==> config.mk <==
export PLATFORM = sky130hd
export DESIGN_NAME = digit_entry
export DESIGN_NICKNAME = d
export VERILOG_FILES = /design/src/rtl/digit_entry_pkg.sv /design/src/rtl/digit_entry_key_edge.sv /design/src/rtl/digit_entry.sv
export SDC_FILE = /design/constraint.sdc
export NUM_CORES = 1
export LEC_CHECK = 0
export CAP_MARGIN = 20
export CORE_MARGIN = 2
export CORE_UTILIZATION = 45
export CTS_CLUSTER_DIAMETER = 60
export DETAILED_ROUTE_END_ITERATION = 8
export PLACE_DENSITY = 0.7
export RECOVER_POWER = 25
export SYNTH_ARGS = -nofsm -noshare
export SYNTH_HDL_FRONTEND = slang
export SYNTH_SLANG_ARGS = --single-unit
==> constraint.sdc <==
create_clock -name on3 -period 14.52 [get_ports on3]
set_input_delay 3.63 -clock on3 [delete_from_list [all_inputs] [get_ports on3]]
set_output_delay 3.63 -clock on3 [all_outputs]
set_load 0.1 [all_outputs]
==> src/rtl/digit_entry_pkg.sv <==
`default_nettype none
// ============================================================================
// Module   : digit_entry_pkg
// Brief    : Shared state encoding, default parameters and elaboration helpers
//            for the digit_entry keypad number-entry block.
// Revision : 1.0 - initial release
// ============================================================================
package digit_entry_pkg;

   localparam int c_NDIGITS_DEF = 4;
   localparam int c_BASE_DEF    = 10;
   localparam int c_VW_DEF      = 32;

   typedef enum logic [1:0] {
      S_IDLE = 2'd0,
      S_EDIT = 2'd1,
      S_FULL = 2'd2,
      S_DONE = 2'd3
   } state_t;

   // Integer power, used only at elaboration to prove value cannot overflow.
   function automatic longint unsigned pow_u64(input int unsigned b, input int unsigned e);
      longint unsigned r;
      r = 64'd1;
      for (int unsigned i = 0; i < e; i++) begin
         r = r * longint'(b);
      end
      return r;
   endfunction

endpackage
`default_nettype wire

==> src/rtl/digit_entry_key_edge.sv <==
`default_nettype none
// ============================================================================
// Module   : key_edge
// Brief    : Two-flop synchroniser and falling-edge pulse for one active-low key.
// Revision : 1.0 - initial release
// ============================================================================
module key_edge (
   input  logic clk,
   input  logic rst_n,
   input  logic i_key_n,
   output logic o_fall
);

   logic r_sync1;
   logic r_sync2;
   logic r_prev;

   // All flops reset to the pressed level so a key held through reset is silent.
   always_ff @(posedge clk or negedge rst_n) begin
      if (!rst_n) begin
         r_sync1 <= 1'b0;
         r_sync2 <= 1'b0;
         r_prev  <= 1'b0;
      end else begin
         r_sync1 <= i_key_n;
         r_sync2 <= r_sync1;
         r_prev  <= r_sync2;
      end
   end

   assign o_fall = r_prev & ~r_sync2;

endmodule
`default_nettype wire

==> src/rtl/digit_entry.sv <==
`default_nettype none
// ============================================================================
// Module   : digit_entry
// Brief    : Keypad-driven multi-digit number entry with backspace, clear and
//            a valid/ready handoff of the finished value.
// Revision : 1.0 - initial release
// ============================================================================
module digit_entry
   import digit_entry_pkg::*;
#(
   parameter int NDIGITS = c_NDIGITS_DEF,
   parameter int BASE    = c_BASE_DEF,
   parameter int VW      = c_VW_DEF
) (
   input  logic                             on3,
   input  logic                             rst_n,
   input  logic                             KEY_DIGIT,
   input  logic                             KEY_INCREMENT,
   input  logic                             KEY_DELETE,
   input  logic                             KEY_ENTER,
   input  logic                             switch,
   input  logic                             out_ready,
   output logic [VW-1:0]                    value,
   output logic                             out_valid,
   output logic [3:0]                       cur_digit,
   output logic                             digit_blank,
   output logic [$clog2(NDIGITS+1)-1:0]     count,
   output logic                             Led
);

   localparam int            CW         = $clog2(NDIGITS+1);
   localparam logic [VW-1:0] c_BASE_V   = VW'(BASE);
   localparam logic [3:0]    c_DIG_MAX  = 4'(BASE - 1);
   localparam logic [CW-1:0] c_FULL_CNT = CW'(NDIGITS);
   localparam bit            c_FITS     = (VW >= 64) ||
                                          (pow_u64(BASE, NDIGITS) <= (64'd1 << VW));

   if (BASE < 2 || BASE > 16) begin : g_bad_base
      $error("digit_entry: BASE must be within 2..16");
   end
   if (!c_FITS) begin : g_bad_width
      $error("digit_entry: VW too narrow for BASE**NDIGITS-1");
   end

   // Key index: 0 digit, 1 increment, 2 delete, 3 enter.
   logic [3:0] w_keys_n;
   logic [3:0] w_fall;
   assign w_keys_n = {KEY_ENTER, KEY_DELETE, KEY_INCREMENT, KEY_DIGIT};

   for (genvar i = 0; i < 4; i++) begin : g_key
      key_edge u_key_edge (
         .clk     (on3),
         .rst_n   (rst_n),
         .i_key_n (w_keys_n[i]),
         .o_fall  (w_fall[i])
      );
   end

   state_t        r_state, w_state_nx;
   logic [VW-1:0] r_value, w_value_nx;
   logic [CW-1:0] r_count, w_count_nx;
   logic [3:0]    r_digit, w_digit_nx;
   logic [VW-1:0] w_commit_value;
   logic [CW-1:0] w_count_inc;
   logic          w_commit_full;

   always_ff @(posedge on3 or negedge rst_n) begin
      if (!rst_n) begin
         r_state <= S_IDLE;
         r_value <= '0;
         r_count <= '0;
         r_digit <= '0;
      end else begin
         r_state <= w_state_nx;
         r_value <= w_value_nx;
         r_count <= w_count_nx;
         r_digit <= w_digit_nx;
      end
   end

   assign w_commit_value = (r_value * c_BASE_V) + VW'(r_digit);
   assign w_count_inc    = r_count + CW'(1);
   assign w_commit_full  = (w_count_inc == c_FULL_CNT);

   always_comb begin
      w_state_nx = r_state;
      w_value_nx = r_value;
      w_count_nx = r_count;
      w_digit_nx = r_digit;
      if (switch) begin
         w_state_nx = S_IDLE;
         w_value_nx = '0;
         w_count_nx = '0;
         w_digit_nx = '0;
      end else if (r_state == S_DONE) begin
         if (out_ready) begin
            w_state_nx = S_IDLE;
            w_value_nx = '0;
            w_count_nx = '0;
         end
      end else if (w_fall[2]) begin
         if (r_state == S_EDIT) begin
            w_state_nx = S_IDLE;
            w_digit_nx = '0;
         end else if (r_count != '0) begin
            w_state_nx = S_IDLE;
            w_value_nx = r_value / c_BASE_V;
            w_count_nx = r_count - CW'(1);
         end
      end else if (w_fall[3]) begin
         w_state_nx = S_DONE;
         if (r_state == S_EDIT) begin
            w_value_nx = w_commit_value;
            w_count_nx = w_count_inc;
            w_digit_nx = '0;
         end
      end else if (w_fall[1]) begin
         if (r_state == S_EDIT) begin
            w_state_nx = w_commit_full ? S_FULL : S_IDLE;
            w_value_nx = w_commit_value;
            w_count_nx = w_count_inc;
            w_digit_nx = '0;
         end
      end else if (w_fall[0]) begin
         if (r_state == S_IDLE) begin
            w_state_nx = S_EDIT;
            w_digit_nx = '0;
         end else if (r_state == S_EDIT) begin
            w_digit_nx = (r_digit == c_DIG_MAX) ? 4'd0 : r_digit + 4'd1;
         end
      end
   end

   assign value       = r_value;
   assign out_valid   = (r_state == S_DONE);
   assign cur_digit   = r_digit;
   assign digit_blank = (r_state != S_EDIT);
   assign count       = r_count;
   assign Led         = (r_count == c_FULL_CNT);

endmodule
`default_nettype wire

==> results.ini, run 1 <==
[drt]
viasPerCell = 6.343
wl_per_cell_um = 16.51
vias = 9717
route.detailed.drc = 0
drt_iter0_drc = 903
wirelength_mm = 25.30
dr.pass1.iters = 6
drtAntennaViolNets = 0

[grt]
grt_pass1_wl_mm = 42.21
gr-total-overflow = 0
grt_pass1_vias = 8557
grt_usage = 0.2212
antenna_found_initial = 0
grt_max_degree = 54

[synth]
seq_area_frac_synth = 0.1397
synth_edf_count = 0
synthTopCellsByArea = dfrtp_1 14%, ha_1 8.4%, nand2_1 5.2%
synth_xor_area_frac = 0.07104
postSynth.asyncResetShare = 1.000
synth.area.mux_share = 0.02623
synth_compound_area_frac = 0.3517
netlist.area_leader.share = 0.1397
syn_nets = 1360
ys_ff_latch = 53
synthAdderAreaFrac = 0.09081
syn_avg_cell_area_um2 = 7.382
synth-simple-area-share = 0.2485
yosysTopAreaCell = dfrtp_1
syn_inst = 1286
yosys_warnings = 0
synthesis.area_um2 = 9493
synth_top_family_by_area = compound AO/OA/AOI/OAI gates
ys.flop_type = dfrtp_1
synth_cell_type_count = 122

[worst_setup_path]
reg2reg_depth = 36
cp_common_cell = mux2i_1
start_kind = flop
cp_num_buf_inv = 0
r2r_slack_ps = 2900
critPathMaxStageDelay_ps = 830
path_delay_family = compound AO/OA/AOI/OAI gates
end_kind = flop
worstPathRequired_ps = 14740
crit_slowest_cell = dfrtp_1
timing.rr.start = value[29]
critical_path.max_fanout = 28
crit_arrival_ps = 11840
crit_type = reg2reg
r2r-end = value[0]

[cells_and_area]
num-nets-final = 1330
multi_input_area_um2 = 7485
utilization = 0.4833
num-fill-cells = 1994
seq_area_um2 = 1326
diodes = 0
syn_to_final_growth_pct = 6.340
drive_gt1_frac = 0.07319

[timing]
slew_viol_final = 54
finalCriticalPeriod_ps = 11620
setup_violations = 0
worst_pin_slew_ps = 2901
setup_tns_ps = 0
hold_viol = 0
fmax_ghz = 0.08607
rsz0062_at_grt = no
finClkSkew_ps = 4.710
slew_headroom = -0.9340
finalCritPeriodShare = 0.8002

[clock_tree]
cts_resized = 0
post_cts_buffers = 0
clk_latency_ps = 290
cts_root_buf = clkbuf_16
clockBufferDepth = 2
cts_sinks = 53
holdBufCountCts = 0
cts_buffers = 5
clk_pin_slew_worst_paths_ps = 80
htreeDepth = 2
cts_tree = done

[die]
die_area_um2 = 22270
core_um2 = 20890
rows = 53
ios = 50
die_w_um = 149.2
die_y_um = 149.2
start_util = 0.4544

[placement]
hpwl_mm = 18.04
gp_congestion = 0.9122
port_buffers = 49

[power]
pwr_density_cell_nw_per_um2 = 36.95
vdd_drop_max_v = 0.00006603
leakage_nw = 4.060

[outcome]
status = finished, violations left
violations = max-capacitance violations, max-slew violations

[min_path]
hold_class = reg2reg
holdPathStages = 0
hold_start = g_key[1].u_key_edge.r_sync1
whs_endpoint = g_key[1].u_key_edge.r_sync2

[flow_run]
maxCapViolations = 1

## metrics by stage
step	cells	hold WS (ps)	setup slack, ps	instance area [um^2]	power [mW]
finish	1532	350.9	2901	10090	0.3730
global route	1532	361.7	1851	10090	0.3912
CTS	1531	354.2	2897	10090	0.3778
detailed placement	1523	334.7	2914	9937	0.2496
global placement	1523	334.4	3273	9937	0.2488
floorplan	1286	331.2	4612	9493	0.2278
## worst max-delay path by stage
stage	slack, ps	start	depth (start not counted)	end
after floorplan	4610	value[26]	42	value[0]
after global placement	3270	value[29]	34	value[0]
after detailed placement	2910	value[27]	36	value[0]
after CTS	2900	value[29]	34	value[0]
after global routing	1850	value[27]	36	value[0]
final	2900	value[29]	36	value[0]
## placed cells by master (no fill, tap or decap), types with 13 or more instances in the layout
master,synthesis,routed
a211oi_1,16,16
nand3_1,35,35
dfrtp_1,53,53
or3_1,13,13
o211ai_1,13,13
ha_1,64,64
mux2i_1,17,17
o21ai_0,96,96
nor2_1,113,112
xnor2_1,52,52
nand2_1,132,132
a21o_1,13,13
a31oi_1,22,22
clkdlybuf4s50_1,0,44
xor2_1,25,25
nand2b_1,16,16
a21oi_1,77,77
nand4_1,13,13
nor3_1,29,29
and3_1,19,19
inv_1,53,53
## final cells by class
class	instances	area share
tap	275	0.03409
sequential	53	0.1314
clock buffer	5	0.01239
multi-input combinational	1078	0.7414
timing repair buffer	61	0.05664
inverter	57	0.02119
clock inverter	3	0.002851
## worst reg2reg max path: cells and delay by family (launching register included)
| family | cells | cell delay [ps] |
|---|---|---|
| AO/OA/AOI/OAI | 18 | 4620 |
| multiplexers | 5 | 1290 |
| AND/OR/NAND/NOR | 12 | 4580 |
| flip-flops | 1 | 830 |
| XOR/XNOR | 1 | 210 |
## routing by layer
metal / wire length [um] / part of all wire / up-vias / global-route usage
li1: - / - / 4792 / -
met1: 11930 / 0.47 / 4573 / 0.3223
met2: 11710 / 0.46 / 308 / 0.3578
met3: 1196 / 0.047 / 44 / 0.01437
met4: 461 / 0.018 / 0 / 0.05095
met5: 0 / 0 / - / 0
## where the power goes
| group | switching, mW | internal (mW) | leakage, nW |
|---|---|---|---|
| clock network | 0.0602 | 0.0663 | 0.0763 |
| logic | 0.0590 | 0.0320 | 3.27 |
| registers | 0.00480 | 0.151 | 0.711 |
| total | 0.124 | 0.249 | 4.06 |
## registers in the layout (all words and copies together), names as in the netlist
signal	cells
value	32
cur_digit	4
g_key.u_key_edge.r_prev	4
g_key.u_key_edge.r_sync1	4
g_key.u_key_edge.r_sync2	4
count	3
r_state	2
## cell usage after synthesis, types with 6 or more instances
cell       count
buf_2         19
o31ai_1       12
o22ai_1       11
mux2_2         6
o221ai_1       8
a221oi_1       7
a2111oi_0      6
xor2_1        25
o21ai_0       96
buf_4          9
clkbuf_1      61
mux2i_1       17
nand2_1      132
a21o_1        13
o21ai_1       10
nor4_1        12
o211ai_1      13
dfrtp_1       53
xnor2_1       52
nand4_1       13
o22a_1         6
o2111ai_1      9
and2_1        12
nor2b_1        8
a211o_1       10
buf_6          6
a211oi_1      16
inv_1         53
a22oi_1        9
nand3_1       35
nor2_1       113
nor3_1        29
a21oi_1       77
a221o_1       10
or3_1         13
nand2b_1      16
ha_1          64
and3_1        19
nor3b_1        8
a31oi_1       22
## cells by family (layout without fill, tap and decap cells)
| group | count (synthesis) | after routing |
|---|---|---|
| simple gates | 465 | 465 |
| compound gates | 444 | 444 |
| buf+inv | 155 | 126 |
| xor+xnor | 77 | 77 |
| fa+ha+maj | 68 | 68 |
| flops | 53 | 53 |
| mux | 24 | 24 |
Note: power is estimated with default switching activity, not from simulation.
==> run 2, diff against run 1 <==
--- a/config.mk
+++ b/config.mk
@@ -10,7 +10,7 @@
 export CORE_UTILIZATION = 45
 export CTS_CLUSTER_DIAMETER = 60
 export DETAILED_ROUTE_END_ITERATION = 8
-export PLACE_DENSITY = 0.7
+export PLACE_DENSITY = 0.72
 export RECOVER_POWER = 25
 export SYNTH_ARGS = -nofsm -noshare
 export SYNTH_HDL_FRONTEND = slang
==> constraint.sdc (replaced) <==
create_clock -name on3 -period 9.9 [get_ports on3]
set_input_delay 2.475 -clock on3 [delete_from_list [all_inputs] [get_ports on3]]
set_output_delay 2.475 -clock on3 [all_outputs]
set_load 0.1 [all_outputs]
==> results.ini, run 2 (synthesized netlist as in run 1, its figures left out) <==
[outcome]
status = finished, violations left
violations = max-capacitance violations, max-slew violations

[worst_setup_path]
cp_common_cell = buf_4
crit_arrival_ps = 10070
crit_type = reg2reg
start_kind = flop
r2r_slack_ps = 50
crit_slowest_cell = or4_4
critPathMaxStageDelay_ps = 480
worstPathRequired_ps = 10110
critical_path.max_fanout = 7
end_kind = flop

[grt]
grt_pass1_vias = 9468
antenna_found_initial = 0
grtUsageMet1 = 0.3259
grt_use_met2 = 0.4101
grt_busiest_layer = met2
gr-total-overflow = 0
grt_usage = 0.2380
grt_pass1_wl_mm = 45.42
grt_max_degree = 54
gr-usage-met3 = 0.01621

[clock_tree]
cts_buffers = 5
clk_latency_ps = 290
cts_sinks = 53
holdBufCountCts = 0
clockBufferDepth = 2
htreeDepth = 2
clk_pin_slew_worst_paths_ps = 70
cts_root_buf = clkbuf_16
cts_tree = done

[placement]
hpwl_mm = 20.00
gp_congestion = 0.9183
placed_cells = 1651
port_buffers = 49

[die]
die_w_um = 149.2
rows = 53
start_util = 0.4544
die_area_um2 = 22270
core_um2 = 20890
ios = 50
die_y_um = 149.2

[power]
netSwitchingPower_mw = 0.1936
vdd_drop_max_v = 0.00007210
pwr-share-seq = 0.387
switching_share = 0.3282
combPwrFrac = 0.315
leakage_nw = 5.222
p_int_mw = 0.3962
pwr_density_cell_nw_per_um2 = 46.42
clkPwrFrac = 0.298

[timing]
slew_viol_final = 54
worst_pin_slew_ps = 2876
slew_headroom = -0.9174
finClkSkew_ps = 5.730
fmax_ghz = 0.1015
finalCritPeriodShare = 0.9953
setup_tns_ps = 0
setup_violations = 0
hold_viol = 0
finalCriticalPeriod_ps = 9854

[drt]
drt_iter0_drc = 1083
drtAntennaViolNets = 0
wl_per_cell_um = 17.84
vias = 11000
route.detailed.drc = 0
dr.pass1.iters = 5
wirelength_mm = 30.88
viasPerCell = 6.353

[cells_and_area]
utilization = 0.6083
layout_common_cells = 186 x buf_4, 128 x nand2_1, 107 x nor2_1, 95 x o21ai_0, 68 x a21oi_1
fin_cells = 1731
num-fill-cells = 1724
final_common_cell = buf_4
largest_register_ffs = 32
diodes = 0
drive_gt1_frac = 0.2857
syn_to_final_growth_pct = 33.85
num-nets-final = 1529

[min_path]
hold_class = reg2reg

[flow_run]
maxCapViolations = 1

## run 2: power groups by stage
| stage | Sequential (mW) | Clock (mW) | Combinational (mW) |
|---|---|---|---|
| floorplan | 0.241 | 0 | 0.0928 |
| global placement | 0.232 | 0 | 0.157 |
| detailed placement | 0.232 | 0 | 0.159 |
| CTS | 0.228 | 0.178 | 0.161 |
| global route | 0.229 | 0.187 | 0.199 |
| finish | 0.228 | 0.176 | 0.186 |
## run 2: final timing paths
kind                                        startpoint                     endpoint  depth (start not counted)
setup reg to reg                             value[27]                     value[0]                         47
hold reg to reg            g_key[3].u_key_edge.r_sync1  g_key[3].u_key_edge.r_sync2                          0
min in group asynchronous                        rst_n                    value[27]                          2
hold / removal             g_key[3].u_key_edge.r_sync1  g_key[3].u_key_edge.r_sync2                          0
max in group asynchronous                        rst_n                    value[30]                          2
setup / recovery                             value[27]                     value[0]                         47
## run 2: critical path: cells and delay by family (launching register included)
| family | cells | cell delay, ps |
|---|---|---|
| AOI/OAI and AO/OA | 21 | 4540 |
| buffers and inverters | 14 | 2190 |
| xor gates and xnor gates | 1 | 130 |
| and+or+nand+nor | 9 | 1980 |
| DFF | 1 | 470 |
| muxes | 2 | 430 |
## run 2: final cells by class
cell class	instances	area [um^2]	share of cell area
clock buffers	6	128.9	0.01014
clock inverters	2	13.76	0.001083
inverters	57	214.0	0.01684
multi-input cells	1080	8526	0.6710
flip-flops and latches	53	1334	0.1050
well taps	275	344.1	0.02708
repair buffers	258	2146	0.1689
## run 2: repair_timing
action / 4_1_cts / 5_1_grt
pin swaps: 5 / 84
setup endpoints to repair: 2 / 4
setup buffers: 2 / 65
gates cloned: 0 / 5
resized for setup: 12 / 199
## run 2: metrics by stage
stage,hold WS (ps),setup slack (ps),power (mW),area [um^2]
floorplan,331.2,67.34,0.3340,9494
global placement,333.8,3.735,0.3892,10920
detailed placement,337.2,-147.3,0.3916,10920
CTS,353.6,20.45,0.5677,11140
global route,360.3,-253.8,0.6150,12710
finish,351.5,46.11,0.5898,12710
## run 2: layer usage
layer,vias to the layer above,share of wire,routed length (um)
met3,76,0.057,1768
met4,0,0.023,712
met2,463,0.49,15140
met1,5275,0.43,13260
met5,-,0,0
li1,5183,-,-
